$ cat config.mk
export PLATFORM = sky130hd
export DESIGN_NAME = regfile
export DESIGN_NICKNAME = d
export VERILOG_FILES = /design/src/rtl/regfile_pkg.sv /design/src/rtl/regfile_decoder.sv /design/src/rtl/regfile.sv
export SDC_FILE = /design/constraint.sdc
export NUM_CORES = 2
export LEC_CHECK = 0
export ABC_AREA = 1
export ABC_CLOCK_PERIOD_IN_PS = 33300
export BUFFER_PORTS_ARGS = -buffer_cell sky130_fd_sc_hd__buf_2
export CAP_MARGIN = 20
export CORE_AREA = 2 2 516 313
export DETAILED_ROUTE_END_ITERATION = 10
export DIE_AREA = 0 0 518 315
export GPL_ROUTABILITY_DRIVEN = 1
export PLACE_DENSITY_LB_ADDON = 0.08
export SLEW_MARGIN = 10
export SYNTH_ARGS = -nofsm -noshare
export SYNTH_HDL_FRONTEND = slang
export SYNTH_HIERARCHICAL = 1
export SYNTH_SLANG_ARGS = --single-unit
export TNS_END_PERCENT = 5
$ cat constraint.sdc
create_clock -name clock -period 33.3 [get_ports clock]
set_input_delay 6.66 -clock clock [delete_from_list [all_inputs] [get_ports clock]]
set_output_delay 6.66 -clock clock [all_outputs]
set_load 0.1 [all_outputs]
$ cat src/rtl/regfile_pkg.sv
// Shared constants for the register file: data width, index width and register count.
package regfile_pkg;

    localparam int DATA_W   = 32;
    localparam int ADDR_W   = 5;
    localparam int NUM_REGS = 2 ** ADDR_W;

endpackage : regfile_pkg

$ cat src/rtl/regfile_decoder.sv
// Binary index to one-hot decode, gated by an enable; at most one output bit is set.
module regfile_decoder
    import regfile_pkg::*;
#(
    parameter int IDX_W = regfile_pkg::ADDR_W
) (
    input  logic                  en,
    input  logic [IDX_W-1:0]      idx,
    output logic [(2**IDX_W)-1:0] onehot
);

    always_comb begin
        // NOTE: default every bit before the indexed assignment so no latch is inferred.
        onehot      = '0;
        onehot[idx] = en;
    end

endmodule : regfile_decoder

$ cat src/rtl/regfile.sv
// 32-entry register file: one write port, two combinational read ports, r0 hard-wired to zero.
module regfile
    import regfile_pkg::*;
#(
    parameter int DATA_W = regfile_pkg::DATA_W,
    parameter int ADDR_W = regfile_pkg::ADDR_W
) (
    input  logic              clock,
    input  logic              ctrl_reset,
    input  logic              ctrl_writeEnable,
    input  logic [ADDR_W-1:0] ctrl_writeReg,
    input  logic [DATA_W-1:0] data_writeReg,
    input  logic [ADDR_W-1:0] ctrl_readRegA,
    input  logic [ADDR_W-1:0] ctrl_readRegB,
    output logic [DATA_W-1:0] data_readRegA,
    output logic [DATA_W-1:0] data_readRegB
);

    localparam int REGS = 2 ** ADDR_W;

    logic [REGS-1:0]             we_onehot;
    logic [REGS-1:0]             sel_a;
    logic [REGS-1:0]             sel_b;
    logic [REGS-1:0][DATA_W-1:0] reg_q;

    regfile_decoder #(.IDX_W(ADDR_W)) u_dec_wr (
        .en     (ctrl_writeEnable),
        .idx    (ctrl_writeReg),
        .onehot (we_onehot)
    );

    regfile_decoder #(.IDX_W(ADDR_W)) u_dec_a (
        .en     (1'b1),
        .idx    (ctrl_readRegA),
        .onehot (sel_a)
    );

    regfile_decoder #(.IDX_W(ADDR_W)) u_dec_b (
        .en     (1'b1),
        .idx    (ctrl_readRegB),
        .onehot (sel_b)
    );

    // r0 is a constant; its write enable is decoded but intentionally dropped.
    logic unused_we0;
    assign unused_we0 = we_onehot[0];
    assign reg_q[0]   = '0;

    for (genvar i = 1; i < REGS; i++) begin : g_reg
        logic [DATA_W-1:0] q;

        // NOTE: every storage flop takes the async clear, since reset must zero reads without a clock.
        always_ff @(posedge clock or posedge ctrl_reset) begin
            if (ctrl_reset) begin
                // NOTE: non-blocking assignment keeps all banks updating from pre-edge values.
                q <= '0;
            end else if (we_onehot[i]) begin
                q <= data_writeReg;
            end
        end

        assign reg_q[i] = q;
    end

    // AND-OR read selection: one-hot select guarantees a single contributing source per bit.
    always_comb begin
        data_readRegA = '0;
        data_readRegB = '0;
        for (int i = 0; i < REGS; i++) begin
            data_readRegA |= reg_q[i] & {DATA_W{sel_a[i]}};
            data_readRegB |= reg_q[i] & {DATA_W{sel_b[i]}};
        end
    end

endmodule : regfile

**Yosys cells after proc, flatten, opt, wreduce, memory -nomap -nowiden**

Cells that the tools add are included.

- Bits of input ports: 50
- Logic and storage cells: 169
- Register bits: 992
- Output and inout port bits: 64

- Mux-type cells: 6
- Bitwise gates (word level): 123
- Reduce and logical (&&, ||, !) cells: 3
- $lt $le $gt $ge: 6

Operator list:

| cell | count |
|---|---|
| 32-bit bitwise AND | 63 |
| 32-bit bitwise OR | 60 |
| 5-bit by 6-bit less-than comparator with 1-bit output (second input constant) | 3 |
| 1-bit demux with 5-bit select | 3 |
| 5-bit by 1-bit greater-or-equal comparator with 1-bit output (second input constant) | 3 |
| 1-bit logical AND | 3 |
| 1-bit 2-to-1 mux | 3 |

**Logic depth before layout (Yosys ltp)**

- Word-level depth: 35
- Depth in mapped cells: 10
- Gate-level depth less buffers: 9

**Modules after synthesis**

The synthesis kept the hierarchy.

Modules (own cells, without submodules):

| module | seq. area each (um^2) | instances | cells each | area each (um^2) |
|---|---|---|---|---|
| regfile | 24,823.8 | 1 | 6,360 | 54,463.5 |
| regfile_decoder | 0.0 | 3 | 50 | 200.2 |

**Least setup slack after synthesis**

OpenSTA, ideal clock, no wires.

- Kind: input to output
- From: input ctrl_readRegA[0]
- To: output data_readRegA[10]
- Stages: 10
- Path slack: 18.363 ns
- Required time: 26.640 ns
- Data arrival time: 8.277 ns
- Cells stage by stage: inv_1 > nand3_1 > nor2_1 > buf_6 > nand2_1 > nand2_1 > nor2_1 > nand2_1 > nor2_1 > nand2_1

RTL lines:

| element | RTL line | RTL |
|---|---|---|
| start: declaration | regfile.sv:13 | `input logic [ADDR_W-1:0] ctrl_readRegA,` |
| 5-bit by 6-bit less-than comparator with 1-bit output (implied by the code) / 5-bit by 1-bit greater-or-equal comparator with 1-bit output (equally long branches) | regfile_decoder.sv:15 | `onehot[idx] = en;` |
| 1-bit logical AND (implied by the code) | regfile_decoder.sv:15 |  |
| 1-bit 2-to-1 mux (implied by the code) | regfile_decoder.sv:15 |  |
| 1-bit demux with 5-bit select (*) | n/a |  |
| net sel_a[8] | regfile.sv:22 | `logic [REGS-1:0] sel_a;` |
| 32-bit bitwise AND (*) | regfile.sv:70 | `data_readRegA \|= reg_q[i] & {DATA_W{sel_a[i]}};` |
| 32-bit bitwise OR (*) (24 in a row) | regfile.sv:70 |  |
| end: declaration | regfile.sv:15 | `output logic [DATA_W-1:0] data_readRegA,` |

Mark *: on every way through the listed nets, which the timed path passes. The rest lies on a longest branch.

**Worst setup path in the final report**

- From: input ctrl_readRegA[0]
- To: output data_readRegA[27]

RTL lines:

| element | RTL line |
|---|---|
| 5-bit by 6-bit less-than comparator with 1-bit output (implied by the code) / 5-bit by 1-bit greater-or-equal comparator with 1-bit output (equally long branches) | regfile_decoder.sv:15 |
| 1-bit logical AND (implied by the code) | regfile_decoder.sv:15 |
| 1-bit 2-to-1 mux (implied by the code) | regfile_decoder.sv:15 |
| 1-bit demux with 5-bit select (*) | n/a |
| net sel_a[14] | regfile.sv:22 |
| 32-bit bitwise AND (*) | regfile.sv:70 |
| 32-bit bitwise OR (*) (18 in a row) | regfile.sv:70 |

Marks and branches as above.

==> impl_metrics.tcl <==
set metrics [dict create \
    seqPwrFrac_pct 47.9 \
    combPwrFrac_pct 14.6 \
    design.final.nets 6488 \
    path_depth 12 \
    place_congestion 0.8562 \
    vias 44207 \
    clock_power_share_pct 37.5 \
    power.density_mw_per_mm2 56.08 \
    setup_viol 0 \
    post-route-util_pct 37.99 \
    finalWirelength_um 226200 \
    holdWs_ns 0.5103 \
    skew_ns 0 \
    critPathCapture "data_readRegA[27]" \
    core_mm2 0.1592 \
    clock-sinks 992 \
    die_area_mm2 0.1632 \
    setup_ws_ns 16.57 \
    p_switching_w 0.001006 \
    regArea_mm2 0.02482 \
    grt_pass1_vias 41308 \
    period_share_pct 50.25 \
    htreeDepth 3 \
    crit_path_frequent_cell "nand2_1" \
    syn2layout_area_growth_pct 9.859 \
    relSlewSlack_pct 18.01 \
    p_sw_share_pct 29.66 \
    avgSynthCellArea_um2 8.461 \
    top_register "g.q" \
    reg2reg_from "g_reg[28].q[20]" \
    startpoint "ctrl_readRegA[0]" \
    start_util_pct 34.58 \
    grt_util_all_layers_pct 27.45 \
    hold_start "g_reg[1].q[18]" \
    cts_tree "built" \
    slowest_stage "nor2_4" \
    drive_above_1_share_pct 20.77 \
    grt_pass1_wl_um 319800 \
    crit_fanout 18 \
    post_cts_buffers 0 \
    netlist_area_mm2 0.05505 \
    fin_setup_tns_ns 0 \
    hold_viol 0 \
    cp-start-kind "primary input" \
    worstPathCellList "buf_2, inv_1, nand3_1, nor2_4, buf_4, nand2_1, nand2_1, nor2_1, nand2_1, nor2_1, nand2_1, buf_2" \
    grt_max_degree 158 \
    wl_per_cell_um 26.10 \
    cts_max_path_buffers 3 \
    drc 0 \
    min_period_ns 16.73 \
    cp_top_family "simple AND/OR/NAND/NOR gates" \
    crit_buf_inv 4 \
    insertion_delay_ns 0.75 \
    synth_warnings 6 \
    fmax_ghz 0.05976 \
    clockRootBuffer "clkbuf_16" \
    rsz0062_at_grt "no" \
    chipHeight_um 315 \
    n_fill_cell 16087 \
    reg2regPathDepth 1 \
    rrSetupSlack_ns 32.46 \
    p_int_w 0.002386 \
    antenna_found_initial 8 \
    via_per_inst 5.100 \
    grt-ovfl-total 0 \
    p_leak_nw 31.88 \
    cts_hold_buf 0 \
    pre_cts_slack_ns 16.63 \
    die_w_um 518 \
    r2r-end "g_reg[28].q[20]" \
    largest_reg_flops 992 \
    place.port_buffers 113 \
    ant_nets 0 \
    hold_path.class "flip-flop to flip-flop" \
    max_cap_viol_count 0 \
    syn_inst 6507 \
    clk_pin_slew_worst_paths_ns 0.06 \
    cts_buffers 108 \
    crit_type "primary input to output port" \
    drt_iter0_drc 4510 \
    io_pins 114 \
    worstMarginPinSlew_ns 1.227 \
    outcome "finished clean" \
    slew_violations 0 \
    multi_input_area_mm2 0.02762 \
    num_rows 114 \
    top_regs "g.q x992" \
    cp_data_arrival_time_ns 10.07 \
    max_stage_delay_ns 1.06 \
    required_ns 26.64 \
    cts-resized-gates 0 \
    peakVddDrop_uv 42.43 \
    end_kind "output port" \
    hpwlAfterDp_um 137200 \
    first_pass_iters 8 \
]
-- per-stage QoR --
stage,area [µm²],std cells,power (W)
after floorplan,55080,6514,0.001988
after global placement,56820,8472,0.002127
after detailed placement,56840,8473,0.002138
after CTS,60450,8664,0.003423
after global routing,60480,8667,0.003545
final,60480,8668,0.003392
-- routing by layer --
layer	routed length [µm]	vias to the layer above	global-route usage [%]
li1	-	20238	-
met1	113000	21962	42.66
met2	89660	1667	38.17
met3	16820	340	5.190
met4	6783	0	7.565
met5	0	-	0
-- layout by cell type, fill, tap and decap left out, drive strengths merged --
cell,count
nor2,736
dfrtp,992
bufinv,10
inv,84
clkinv,23
diode,3
clkbuf,151
nand2,3270
buf,220
mux2,992
clkinvlp,3
nand3,30
conb,8
-- layout make-up --
class	count	area share, %
Sequential cell	992	41.04
Tap cell	2146	4.440
Clock buffer	151	5.135
Timing Repair Buffer	220	2.379
Multi-Input combinational cell	5036	45.66
Clock inverter	40	0.8275
Antenna cell	3	0.01241
Inverter	80	0.5027
-- worst min-delay path by stage --
stage / to / slack (ns) / cells past startpoint
finish: g_reg[1].q[18] / 0.51 / 1
global route: g_reg[20].q[28] / 0.53 / 1
CTS: g_reg[25].q[6] / 0.51 / 1
detailed placement: g_reg[25].q[6] / 0.50 / 1
global placement: g_reg[1].q[22] / 0.49 / 1
floorplan: g_reg[14].q[0] / 0.48 / 1
-- power by group through the flow --
| stage | registers, W | clock network (W) | logic (W) |
|---|---|---|---|
| 2_1_floorplan | 0.00160 | 0 | 0.000393 |
| 3_3_place_gp | 0.00164 | 0 | 0.000487 |
| 3_5_place_dp | 0.00164 | 0 | 0.000498 |
| 4_1_cts | 0.00162 | 0.00130 | 0.000498 |
| 5_1_grt | 0.00166 | 0.00135 | 0.000530 |
| 6_report | 0.00162 | 0.00127 | 0.000495 |
Note: power is estimated with default switching activity, not from simulation.
